--- src/rtl/dafx_adc_amplitude_monitor.sv ---
// -----------------------------------------------------------------------------
// dafx_adc_amplitude_monitor
//
// Watches the ADC sample stream that feeds the DAFX AXI register slave and
// produces three amplitude statistics:
//   * running signed min/max of every accepted sample since the last clear
//   * sustained-clipping detection (irq_0): CLIP_COUNT_P consecutive samples
//     whose saturating magnitude reaches the clip threshold
//   * per-window peak magnitude (sr_window_peak) with a window-done flag
//     (irq_1) every WINDOW_LENGTH_P accepted samples
// All outputs are registered; a sample accepted at edge N is visible after N.
//
// Ports
//   clk                       in   system clock
//   rst                       in   asynchronous reset, active high
//   adc_sample                in   signed ADC sample (two's complement)
//   adc_valid                 in   sample qualifier, always accepted
//   cr_clip_threshold         in   unsigned magnitude threshold
//   cmd_clear_adc_amplitude   in   pulse: restart min/max tracking
//   cmd_clear_irq_0           in   pulse: clear clip irq and clip counter
//   cmd_clear_irq_1           in   pulse: clear window irq
//   sr_cir_min_adc_amplitude  out  signed minimum since last clear
//   sr_cir_max_adc_amplitude  out  signed maximum since last clear
//   sr_window_peak            out  max |sample| of the last completed window
//   irq_0                     out  sticky: sustained clipping detected
//   irq_1                     out  sticky: peak window completed
// -----------------------------------------------------------------------------
module dafx_adc_amplitude_monitor #(
    parameter int AUDIO_WIDTH_P   = 24,
    parameter int CLIP_COUNT_P    = 4,
    parameter int WINDOW_LENGTH_P = 48000
) (
    input  logic                     clk,
    input  logic                     rst,
    input  logic [AUDIO_WIDTH_P-1:0] adc_sample,
    input  logic                     adc_valid,
    input  logic [AUDIO_WIDTH_P-1:0] cr_clip_threshold,
    input  logic                     cmd_clear_adc_amplitude,
    input  logic                     cmd_clear_irq_0,
    input  logic                     cmd_clear_irq_1,
    output logic [AUDIO_WIDTH_P-1:0] sr_cir_min_adc_amplitude,
    output logic [AUDIO_WIDTH_P-1:0] sr_cir_max_adc_amplitude,
    output logic [AUDIO_WIDTH_P-1:0] sr_window_peak,
    output logic                     irq_0,
    output logic                     irq_1
);

    localparam int W          = AUDIO_WIDTH_P;
    localparam int CLIP_CNT_W = $clog2(CLIP_COUNT_P + 1);
    localparam int WIN_CNT_W  = $clog2(WINDOW_LENGTH_P);

    localparam logic [CLIP_CNT_W-1:0] CLIP_MAX  = CLIP_CNT_W'(CLIP_COUNT_P);
    localparam logic [CLIP_CNT_W-1:0] CLIP_LAST = CLIP_CNT_W'(CLIP_COUNT_P - 1);
    localparam logic [WIN_CNT_W-1:0]  WIN_LAST  = WIN_CNT_W'(WINDOW_LENGTH_P - 1);
    localparam logic [W-1:0]          MOST_NEG  = {1'b1, {(W-1){1'b0}}};
    localparam logic [W-1:0]          MOST_POS  = {1'b0, {(W-1){1'b1}}};

    typedef enum logic {
        WIN_FILL = 1'b0,
        WIN_DONE = 1'b1
    } win_state_e;

    // -------------------------------------------------------------------------
    // Saturating magnitude: the most negative code has no positive twin, so it
    // is clamped to the largest positive code instead of wrapping to itself.
    // -------------------------------------------------------------------------
    logic [W-1:0] mag;

    always_comb begin
        mag = adc_sample;
        if (adc_sample == MOST_NEG) begin
            mag = MOST_POS;
        end else if (adc_sample[W-1]) begin
            mag = ~adc_sample + W'(1);
        end
    end

    // -------------------------------------------------------------------------
    // Running min/max. A clear and a sample in the same cycle behave as
    // "clear, then load": the sample becomes both min and max.
    // -------------------------------------------------------------------------
    logic [W-1:0] min_q, min_d;
    logic [W-1:0] max_q, max_d;
    logic         empty_q, empty_d;
    logic         empty_eff;

    always_comb begin
        // NOTE: every combinational output gets a default first so no path
        // leaves it unassigned, which would otherwise infer a latch.
        empty_eff = cmd_clear_adc_amplitude | empty_q;
        min_d     = cmd_clear_adc_amplitude ? '0 : min_q;
        max_d     = cmd_clear_adc_amplitude ? '0 : max_q;
        empty_d   = empty_eff;
        if (adc_valid) begin
            empty_d = 1'b0;
            if (empty_eff) begin
                min_d = adc_sample;
                max_d = adc_sample;
            end else begin
                if ($signed(adc_sample) < $signed(min_q)) min_d = adc_sample;
                if ($signed(adc_sample) > $signed(max_q)) max_d = adc_sample;
            end
        end
    end

    // -------------------------------------------------------------------------
    // Clip counter. A clear zeroes the count before the same-cycle sample is
    // applied; irq_0 is set if the increment completes the run either from
    // the pre-clear count or from the cleared base, so set always wins.
    // -------------------------------------------------------------------------
    logic [CLIP_CNT_W-1:0] clip_cnt_q, clip_cnt_d;
    logic [CLIP_CNT_W-1:0] clip_base;
    logic                  clip_hit;
    logic                  irq_0_q, irq_0_d;

    always_comb begin
        clip_hit   = adc_valid && (mag >= cr_clip_threshold);
        clip_base  = cmd_clear_irq_0 ? '0 : clip_cnt_q;
        clip_cnt_d = clip_base;
        if (adc_valid) begin
            if (!clip_hit) begin
                clip_cnt_d = '0;
            end else if (clip_base != CLIP_MAX) begin
                clip_cnt_d = clip_base + 1'b1;
            end
        end
        irq_0_d = irq_0_q & ~cmd_clear_irq_0;
        if (clip_hit && ((clip_cnt_q == CLIP_LAST) || (clip_base == CLIP_LAST))) begin
            irq_0_d = 1'b1;
        end
    end

    // NOTE: state registers use non-blocking assignments so every flop samples
    // the pre-edge values, independent of the order of statements.
    always_ff @(posedge clk or posedge rst) begin
        if (rst) begin
            min_q      <= '0;
            max_q      <= '0;
            empty_q    <= 1'b1;
            clip_cnt_q <= '0;
            irq_0_q    <= 1'b0;
        end else begin
            min_q      <= min_d;
            max_q      <= max_d;
            empty_q    <= empty_d;
            clip_cnt_q <= clip_cnt_d;
            irq_0_q    <= irq_0_d;
        end
    end

    // -------------------------------------------------------------------------
    // Peak window FSM. Samples are accumulated in both states so no sample is
    // dropped; DONE only marks the cycle after a window completed.
    // -------------------------------------------------------------------------
    win_state_e           win_state_q;
    logic [WIN_CNT_W-1:0] win_cnt_q;
    logic [W-1:0]         win_acc_q;
    logic [W-1:0]         win_peak_q;
    logic                 irq_1_q;
    logic [W-1:0]         win_max;
    logic                 win_end;

    assign win_max = (mag > win_acc_q) ? mag : win_acc_q;
    assign win_end = adc_valid && (win_cnt_q == WIN_LAST);

    always_ff @(posedge clk or posedge rst) begin
        if (rst) begin
            win_state_q <= WIN_FILL;
            win_cnt_q   <= '0;
            win_acc_q   <= '0;
            win_peak_q  <= '0;
            irq_1_q     <= 1'b0;
        end else begin
            if (adc_valid) begin
                if (win_end) begin
                    win_peak_q <= win_max;
                    win_acc_q  <= '0;
                    win_cnt_q  <= '0;
                end else begin
                    win_acc_q  <= win_max;
                    win_cnt_q  <= win_cnt_q + 1'b1;
                end
            end

            case (win_state_q)
                WIN_FILL: if (win_end) win_state_q <= WIN_DONE;
                WIN_DONE: win_state_q <= win_end ? WIN_DONE : WIN_FILL;
                default:  win_state_q <= WIN_FILL;
            endcase

            // Set wins over a same-cycle clear.
            if (win_end) begin
                irq_1_q <= 1'b1;
            end else if (cmd_clear_irq_1) begin
                irq_1_q <= 1'b0;
            end
        end
    end

    assign sr_cir_min_adc_amplitude = min_q;
    assign sr_cir_max_adc_amplitude = max_q;
    assign sr_window_peak           = win_peak_q;
    assign irq_0                    = irq_0_q;
    assign irq_1                    = irq_1_q;

endmodule

--- config.mk ---
export PLATFORM = sky130hd
export DESIGN_NAME = dafx_adc_amplitude_monitor
export DESIGN_NICKNAME = d
export VERILOG_FILES = /design/src/rtl/dafx_adc_amplitude_monitor.sv
export SDC_FILE = /design/constraint.sdc
export NUM_CORES = 1
export LEC_CHECK = 0
export ABC_AREA = 0
export ABC_CLOCK_PERIOD_IN_PS = 14200
export CAP_MARGIN = 30
export CORE_MARGIN = 5
export CORE_UTILIZATION = 58
export DETAILED_ROUTE_END_ITERATION = 16
export HOLD_SLACK_MARGIN = 0.03
export PLACE_DENSITY = 0.86
export SYNTH_ARGS = -nofsm -noshare
export SYNTH_HDL_FRONTEND = slang
export SYNTH_SLANG_ARGS = --single-unit
--- constraint.sdc ---
create_clock -name clk -period 14.2 [get_ports clk]
set_clock_uncertainty 0.05 [all_clocks]
set_input_delay 4.26 -clock clk [delete_from_list [all_inputs] [get_ports clk]]
set_output_delay 4.26 -clock clk [all_outputs]
set_load 0.05 [all_outputs]
# Yosys cells after proc, flatten, opt, wreduce, memory -nomap -nowiden
# Index checks and enable logic that the tools add are counted.
[classes]
add_sub_neg = 3
n_lt_le_gt_ge = 4
eq_ne = 5
muxes = 21
bitwise = 4
reduce_logical = 6
[ops]
columns = ["op", "count"]
rows = [
  ["$mux 24", 12],
  ["$gt 24x24->1", 2],
  ["$add 24x1->24 const B", 1],
  ["$eq 24x24->1 const B", 1],
  ["$ge 24x24->1", 1],
  ["$lt 24x24->1", 1],
  ["$not 24->24", 1],
  ["$add 16x1->16 const B", 1],
  ["$eq 16x16->1 const B", 1],
  ["$mux 16", 1],
  ["$mux 3", 4],
  ["$eq 3x2->1 const B", 2],
  ["$mux 1", 4],
  ["$add 3x1->3 const B", 1],
  ["$logic_and 1x1->1", 3],
  ["$ne 3x3->1 const B", 1],
  ["$reduce_and 2->1", 1],
  ["$reduce_bool 2->1", 1],
  ["$and 1x1->1", 1],
  ["$logic_or 1x1->1", 1],
  ["$not 1->1", 1],
  ["$or 1x1->1", 1],
]
[word_totals]
register_bits = 118
elab_cells = 52

# Longest topological paths before layout
# Gate-level depths: netlist of the first run.
[logic_depth]
depth_word = 8
ltp_mapped = 18
ltp_nobuf = 15

# Worst setup path before layout of the first run
# Ideal clock, no wire load.
[synth_timing]
path_type = "input to register"
start = "in adc_sample[3]"
end = "reg win_peak_q[10] (netlist: sr_window_peak[10])"
t_arrival_ns = 8.234
required_ns = 14.018
setup_slack_ns = 5.783
stages = 15
n_path_buf = 2
path_cell_list = "clkbuf_1 -> or4_4 -> or4_1 -> or4_1 -> and3_1 -> a21oi_2 -> ha_1 -> a21o_1 -> a21o_1 -> a221oi_1 -> o21ai_0 -> o21ai_2 -> buf_1 -> mux2i_1 -> o21ai_1"
[synth_via]
elab_chain_len = 6
[synth_rtl]
columns = ["element", "line", "rtl"]
rows = [
  ["start, declared", "35", "input logic [AUDIO_WIDTH_P-1:0] adc_sample,"],
  ["$not 24->24", "74", "mag = ~adc_sample + W'(1);"],
  ["$add 24x1->24", "74", ""],
  ["$mux 24", "73", "end else if (adc_sample[W-1]) begin"],
  ["$mux 24 *", "71", "if (adc_sample == MOST_NEG) begin"],
  ["$gt 24x24->1", "163", "assign win_max = (mag > win_acc_q) ? mag : win_acc_q;"],
  ["$mux 24 *", "163", ""],
  ["end signal, assigned", "176", "win_peak_q <= win_max;"],
  ["end, declared", "158", "logic [W-1:0] win_peak_q;"],
]
# Every way passes the cells marked *; elsewhere a longest branch is shown, timed or not.
# A chain may end at the register's enable or synchronous reset.

# Worst setup path in the final report of the first run
[layout_timing]
start = "in adc_sample[5]"
end = "reg win_acc_q[17]"
[layout_via]
elab_chain_len = 7
[layout_rtl]
columns = ["element", "line", "rtl"]
rows = [
  ["$not 24->24", "74", ""],
  ["$add 24x1->24", "74", ""],
  ["$mux 24", "73", ""],
  ["$mux 24 *", "71", ""],
  ["$gt 24x24->1", "163", ""],
  ["$mux 24 *", "163", ""],
  ["$mux 24 *", "175", "if (win_end) begin"],
  ["end signal, assigned", "180", "win_acc_q <= win_max;"],
  ["end, declared", "157", "logic [W-1:0] win_acc_q;"],
]
# Marked as above.

==> metrics.yaml, run 1 <==
run_status:
  outcome: "completed"
power:
  p_leak_nw: 4.668
  powerDensity_nw_per_um2: 152.1
  ir_worst_vdd_uv: 113.5
placement:
  io_buffer_count: 127
  dp_hpwl_um: 15770
  routabilityCongestion: 0.9153
global_routing:
  grt_pass1_wl_um: 34910
  antenna_found_initial: 0
  grt_usage_pct: 27.10
  first_global_vias: 7084
  grt_max_degree: 47
  grt_remaining_overflow: 0
cts:
  clkLatencyLatePin_ns: 0.43
  root_buffer: "clkbuf_16"
  cts_tree: "yes"
  ctsResizeCount: 0
  htree_levels: 4
  cts.sinks: 118
  clk_pin_slew_ns: 0.06
  cts_buffers: 17
  cts.path.max_buffers: 2
  ctsHoldBuffers: 0
  post_cts_buffers: 0
critical_path:
  critical_path_arrival_ns: 9.37
  cpPeakStageDelay_ns: 0.73
  r2r_cells: 8
  crit_required_ns: 14.51
  crit_slowest_cell: "a21o_1"
  crit_chain: "clkdlybuf4s50_1 -> or4_4 -> or4_1 -> or3_1 -> o21ai_1 -> mux2i_1 -> ha_1 -> nand4_1 -> nor3_1 -> a221oi_1 -> o21ai_0 -> o21ai_2 -> a21o_1 -> a22o_1"
  crit_end: "win_acc_q[17]$_DFFE_PP0P_"
  reg2reg_to: "sr_cir_max_adc_amplitude[19]$_DFF_PP0_"
  cp-end-kind: "flip-flop"
  crit_path_start: "adc_sample[5]"
  critPathMaxFanout: 24
  startpoint_type: "input pin"
  critical_path_class: "in2reg"
  regToRegSetupSlack_ns: 10.99
  timing.rr.start: "sr_cir_max_adc_amplitude[19]$_DFF_PP0_"
synthesis:
  async_flop_share_pct: 100.0
  synth.distinct_cells: 58
  synth_area_um2: 7812
  synth_ff_type: "dfrtp_1"
  ys_warn_count: 0
  syn_inst: 834
  synth-edff-count: 0
  avgSynthCellArea_um2: 9.367
  synth-seq-cells: 118
  synth_seq_area_share_pct: 37.81
  synth_nets: 988
floorplan:
  ios: 128
  die_y_um: 126.1
  rows: 42
  die_w_um: 126.1
  core-area_um2: 13240
  dieArea_um2: 15890
  start_util_pct: 58.99
route:
  drc: 0
  first_pass_iters: 7
  routed_wl_um: 21210
  wire_per_inst_um: 18.51
  drtIter0Drc: 534
  viasPerCell: 6.092
  final_antenna_net_count: 0
  vias: 6981
layout:
  final_cell_mix: "127 x clkdlybuf4s50_1, 117 x dfrtp_1, 108 x inv_1"
  fin_nets: 1111
  multi_input_area_um2: 4332
  seqCellArea_um2: 2954
  final_common_cell: "clkdlybuf4s50_1"
  layout-drive-gt1-share_pct: 6.082
  fill_cells: 939
  area_delta_synth_final_pct: 26.95
  diodes: 0
job:
  maxCapViolCount: 0
timing:
  hold_viol: 0
  period_needed_ns: 9.065
  max_freq_ghz: 0.1103
  rsz0062_at_grt: "no"
  whs_ns: 0.4232
  slew_violations: 0
  fin_crit_sh_pct: 63.84
  setup_tns_ns: 0
  slew_headroom_pct: 34.28
  setup_violations: 0
  worst_pin_slew_ns: 0.9830
min_path:
  worstHoldPathType: "reg2reg"
-- report_power, final --
group / switching [mW] / leakage (nW) / total [mW] / internal, mW
sequential: 0.0627 / 1.53 / 0.465 / 0.403
combinational: 0.346 / 2.84 / 0.587 / 0.241
clock: 0.159 / 0.300 / 0.456 / 0.298
total: 0.567 / 4.67 / 1.51 / 0.941
-- registers in the layout, indices dropped and copies added, names as in the netlist --
register / count
win_acc_q: 24
win_cnt_q: 16
irq_1: 1
irq_0: 1
sr_cir_max_adc_amplitude: 24
clip_cnt_q: 3
sr_window_peak: 24
empty_q: 1
sr_cir_min_adc_amplitude: 24
-- metrics by stage --
stage	total power, mW	util (%)	instance area (µm²)	setup slack, ns	std cells
2_1_floorplan	0.8662	-	7812	5.783	834
3_3_place_gp	1.022	69.76	9238	4.880	1111
3_5_place_dp	1.045	70.08	9280	4.821	1113
4_1_cts	1.507	74.78	9903	5.238	1145
5_1_grt	1.585	74.90	9918	4.984	1146
6_report	1.509	74.90	9918	5.135	1146
-- routing by layer --
layer  vias to the layer above  GRT usage, %  share of wire [%]
met5                         -             0                  0
met4                         0         12.74                3.4
met3                        54         6.562                7.1
met2                       313         43.16                 47
met1                      3331         34.93                 42
li1                       3283             -                  -
-- layout make-up --
class                   count  share of cell area, %
well taps                 176                  2.220
multi-input cells         574                  43.67
clock buffers              20                  4.504
repair buffers            136                  13.85
inverters                 110                  4.188
clock inverters            12                  1.779
flip-flops and latches    118                  29.78
-- worst max-delay path: cells and delay by family --
kind,cells,cell delay [ns]
AO/OA/AOI/OAI,6,1.88
buffers and inverters,1,0.60
adder cells (fa/ha/maj),1,0.34
AND/OR/NAND/NOR,5,1.86
multiplexers,1,0.41
-- cell usage after synthesis, types with 3 or more instances --
library cell,n,share of area [%]
nor2b_1,4,0.32
xnor2_1,5,0.56
ha_1,100,16
and3_1,3,0.24
nand3_1,9,0.58
o21ai_1,27,1.7
nor3_1,12,0.77
a21oi_1,40,2.6
or3_1,10,0.80
xor2_1,18,2.0
dfrtp_1,117,37
nor4_1,8,0.64
mux2i_1,26,3.3
nor2_1,21,1.0
o211ai_1,5,0.48
o31a_1,3,0.34
a32o_1,24,3.1
clkbuf_1,27,1.3
or4_1,3,0.29
a22o_1,48,5.4
inv_1,109,5.2
a211oi_1,4,0.38
buf_2,4,0.26
or2_2,3,0.24
o21ai_0,36,2.3
nand4_1,24,1.9
a21o_1,16,1.5
nor3b_1,4,0.38
nand2b_1,4,0.32
o21a_1,4,0.38
nand2_1,77,3.7
o31ai_1,4,0.38
-- worst min-delay path by stage --
stage,startpoint,endpoint,slack [ns],cells after the start
finish,win_cnt_q[4]$_DFFE_PP0P_,win_cnt_q[4]$_DFFE_PP0P_,0.42,1
global route,win_cnt_q[4]$_DFFE_PP0P_,win_cnt_q[4]$_DFFE_PP0P_,0.44,1
CTS,win_cnt_q[4]$_DFFE_PP0P_,win_cnt_q[4]$_DFFE_PP0P_,0.43,1
detailed placement,win_cnt_q[4]$_DFFE_PP0P_,win_cnt_q[4]$_DFFE_PP0P_,0.42,1
global placement,win_cnt_q[4]$_DFFE_PP0P_,win_cnt_q[4]$_DFFE_PP0P_,0.41,1
floorplan,win_cnt_q[4]$_DFFE_PP0P_,win_cnt_q[4]$_DFFE_PP0P_,0.40,1
-- cell families after synthesis --
| logic type | synth area share (%) |
|---|---|
| compound gates | 20.66 |
| simple gates | 12.57 |
| buf+inv | 6.887 |
| flops | 37.81 |
| fa+ha+maj | 16.02 |
| mux | 3.475 |
| xor+xnor | 2.578 |
Power figures use the tool's default switching activity.
==> inputs of run 2 (changes only) <==
- ABC_CLOCK_PERIOD_IN_PS: 14200 -> 9300
- CORE_UTILIZATION: 58 -> 55
- PLACE_DENSITY: 0.86 -> 0.82
- clock period: 14.2 -> 9.3 ns (I/O delays scaled with it)
==> run 2 against run 1 <==
Net effect: cell count up 0.35%; clock-buffer cell count up 4; setup slack worse by 3.6 ns; sequential share of layout area about the same; first-iteration DRC count down 3.4%; wire length down 2.2%.
==> metrics.yaml, run 2 (synthesis results as in run 1) <==
timing:
  worst_pin_slew_ns: 1.028
  setup_tns_ns: 0
  setup_violations: 0
  hold_viol: 0
  max_freq_ghz: 0.1291
  slew_headroom_pct: 31.26
  period_needed_ns: 7.748
  slew_violations: 0
  rsz0062_at_grt: "no"
  fin_crit_sh_pct: 83.32
layout:
  final_util_pct: 71.43
  area_delta_synth_final_pct: 26.91
  layout-drive-gt1-share_pct: 5.876
  fin_nets: 1111
  final_cell_mix: "127 x clkdlybuf4s50_1, 117 x dfrtp_1, 108 x inv_1"
  diodes: 0
  fill_cells: 1044
  final_common_cell: "clkdlybuf4s50_1"
power:
  swShare_pct: 37.14
  p_leak_nw: 4.664
  ir_worst_vdd_uv: 166.7
  p_switching_uw: 858.3
  p_int_mw: 1.453
  p_seq_share_pct: 30.6
  pwr-share-clk_pct: 30.4
  powerDensity_nw_per_um2: 233.1
  comb_power_share_pct: 39.0
global_routing:
  first_global_vias: 6812
  grt_remaining_overflow: 0
  grt_max_degree: 72
  antenna_found_initial: 0
  grt_pass1_wl_um: 34020
  grt_usage_pct: 25.77
cts:
  cts_tree: "yes"
  cts.path.max_buffers: 2
  cts.sinks: 118
  clk_pin_slew_ns: 0.05
  htree_levels: 4
  clkLatencyLatePin_ns: 0.43
  root_buffer: "clkbuf_16"
  cts_buffers: 17
  ctsResizeCount: 0
  ctsHoldBuffers: 0
  post_cts_buffers: 0
min_path:
  worstHoldPathType: "reg2reg"
route:
  vias: 6851
  drtIter0Drc: 516
  routed_wl_um: 20750
  final_antenna_net_count: 0
  wire_per_inst_um: 18.04
  drc: 0
  first_pass_iters: 5
  viasPerCell: 5.957
critical_path:
  critPathMaxFanout: 15
  crit_required_ns: 9.61
  cp-end-kind: "flip-flop"
  critical_path_class: "in2reg"
  critical_path_arrival_ns: 8.06
  startpoint_type: "input pin"
floorplan:
  ios: 128
  start_util_pct: 56.28
  dieArea_um2: 16690
  die_w_um: 129.2
  die_y_um: 129.2
  rows: 43
  core-area_um2: 13880
placement:
  dp_hpwl_um: 15010
  io_buffer_count: 127
  routabilityCongestion: 0.9064
job:
  maxCapViolCount: 0
run_status:
  outcome: "completed"
-- run 2: critical path: stages --
cell	delay, ns
clkdlybuf4s50_1	0.60
or4_4	0.62
or4_1	0.59
or3_1	0.38
o21ai_1	0.16
mux2i_1	0.41
ha_1	0.23
nand4_1	0.19
nor4_1	0.38
o21ai_0	0.14
a21oi_1	0.19
o21ai_2	0.18
nor3_2	0.65
buf_4	0.35
a22o_1	0.18
-- run 2: cell type report --
cell class	count	area, µm²	area share, %
repair buffers	136	1361	13.73
clock inverters	8	145.1	1.464
flip-flops and latches	118	2954	29.80
multi-input cells	574	4332	43.69
inverters	110	415.4	4.190
clock buffers	24	481.7	4.859
well taps	180	225.2	2.272
-- run 2: stage by stage --
stage	power, mW	instance area (µm²)	setup WS, ns	hold WS (ns)	cells
floorplan	1.323	7812	2.353	0.3959	834
global placement	1.566	9243	1.420	0.4160	1115
detailed placement	1.594	9288	1.266	0.4265	1118
CTS	2.312	9915	1.641	0.4375	1150
global route	2.443	9915	1.212	0.4663	1150
finish	2.311	9915	1.552	0.4293	1150
-- run 2: power groups by stage --
stage | Sequential, mW | Combinational [mW] | Clock [mW]
after detailed placement | 0.709 | 0.885 | 0
after CTS | 0.703 | 0.900 | 0.709
final | 0.706 | 0.902 | 0.703
after floorplan | 0.825 | 0.498 | 0
after global routing | 0.720 | 0.987 | 0.736
after global placement | 0.704 | 0.862 | 0
-- run 2: worst paths after layout --
path / start / end / slack, ns / depth (start not counted)
max: adc_sample[5] / win_acc_q[13]$_DFFE_PP0P_ / 1.55 / 15
min: sr_window_peak[10]$_DFFE_PP0P_ / sr_window_peak[10]$_DFFE_PP0P_ / 0.43 / 2
max reg2reg: sr_cir_max_adc_amplitude[23]$_DFF_PP0_ / sr_cir_max_adc_amplitude[20]$_DFF_PP0_ / 6.11 / 9
min reg2reg: sr_window_peak[10]$_DFFE_PP0P_ / sr_window_peak[10]$_DFFE_PP0P_ / 0.43 / 2
max in group asynchronous: rst / sr_window_peak[20]$_DFFE_PP0P_ / 5.14 / 3
min in group asynchronous: rst / sr_cir_max_adc_amplitude[1]$_DFF_PP0_ / 2.74 / 2
-- run 2: routing by layer --
layer / up-vias / routed length [µm] / track usage [%]
li1: 3259 / - / -
met1: 3295 / 9098 / 34.30
met2: 254 / 9539 / 40.46
met3: 43 / 1593 / 7.172
met4: 0 / 516 / 9.389
met5: - / 0 / 0
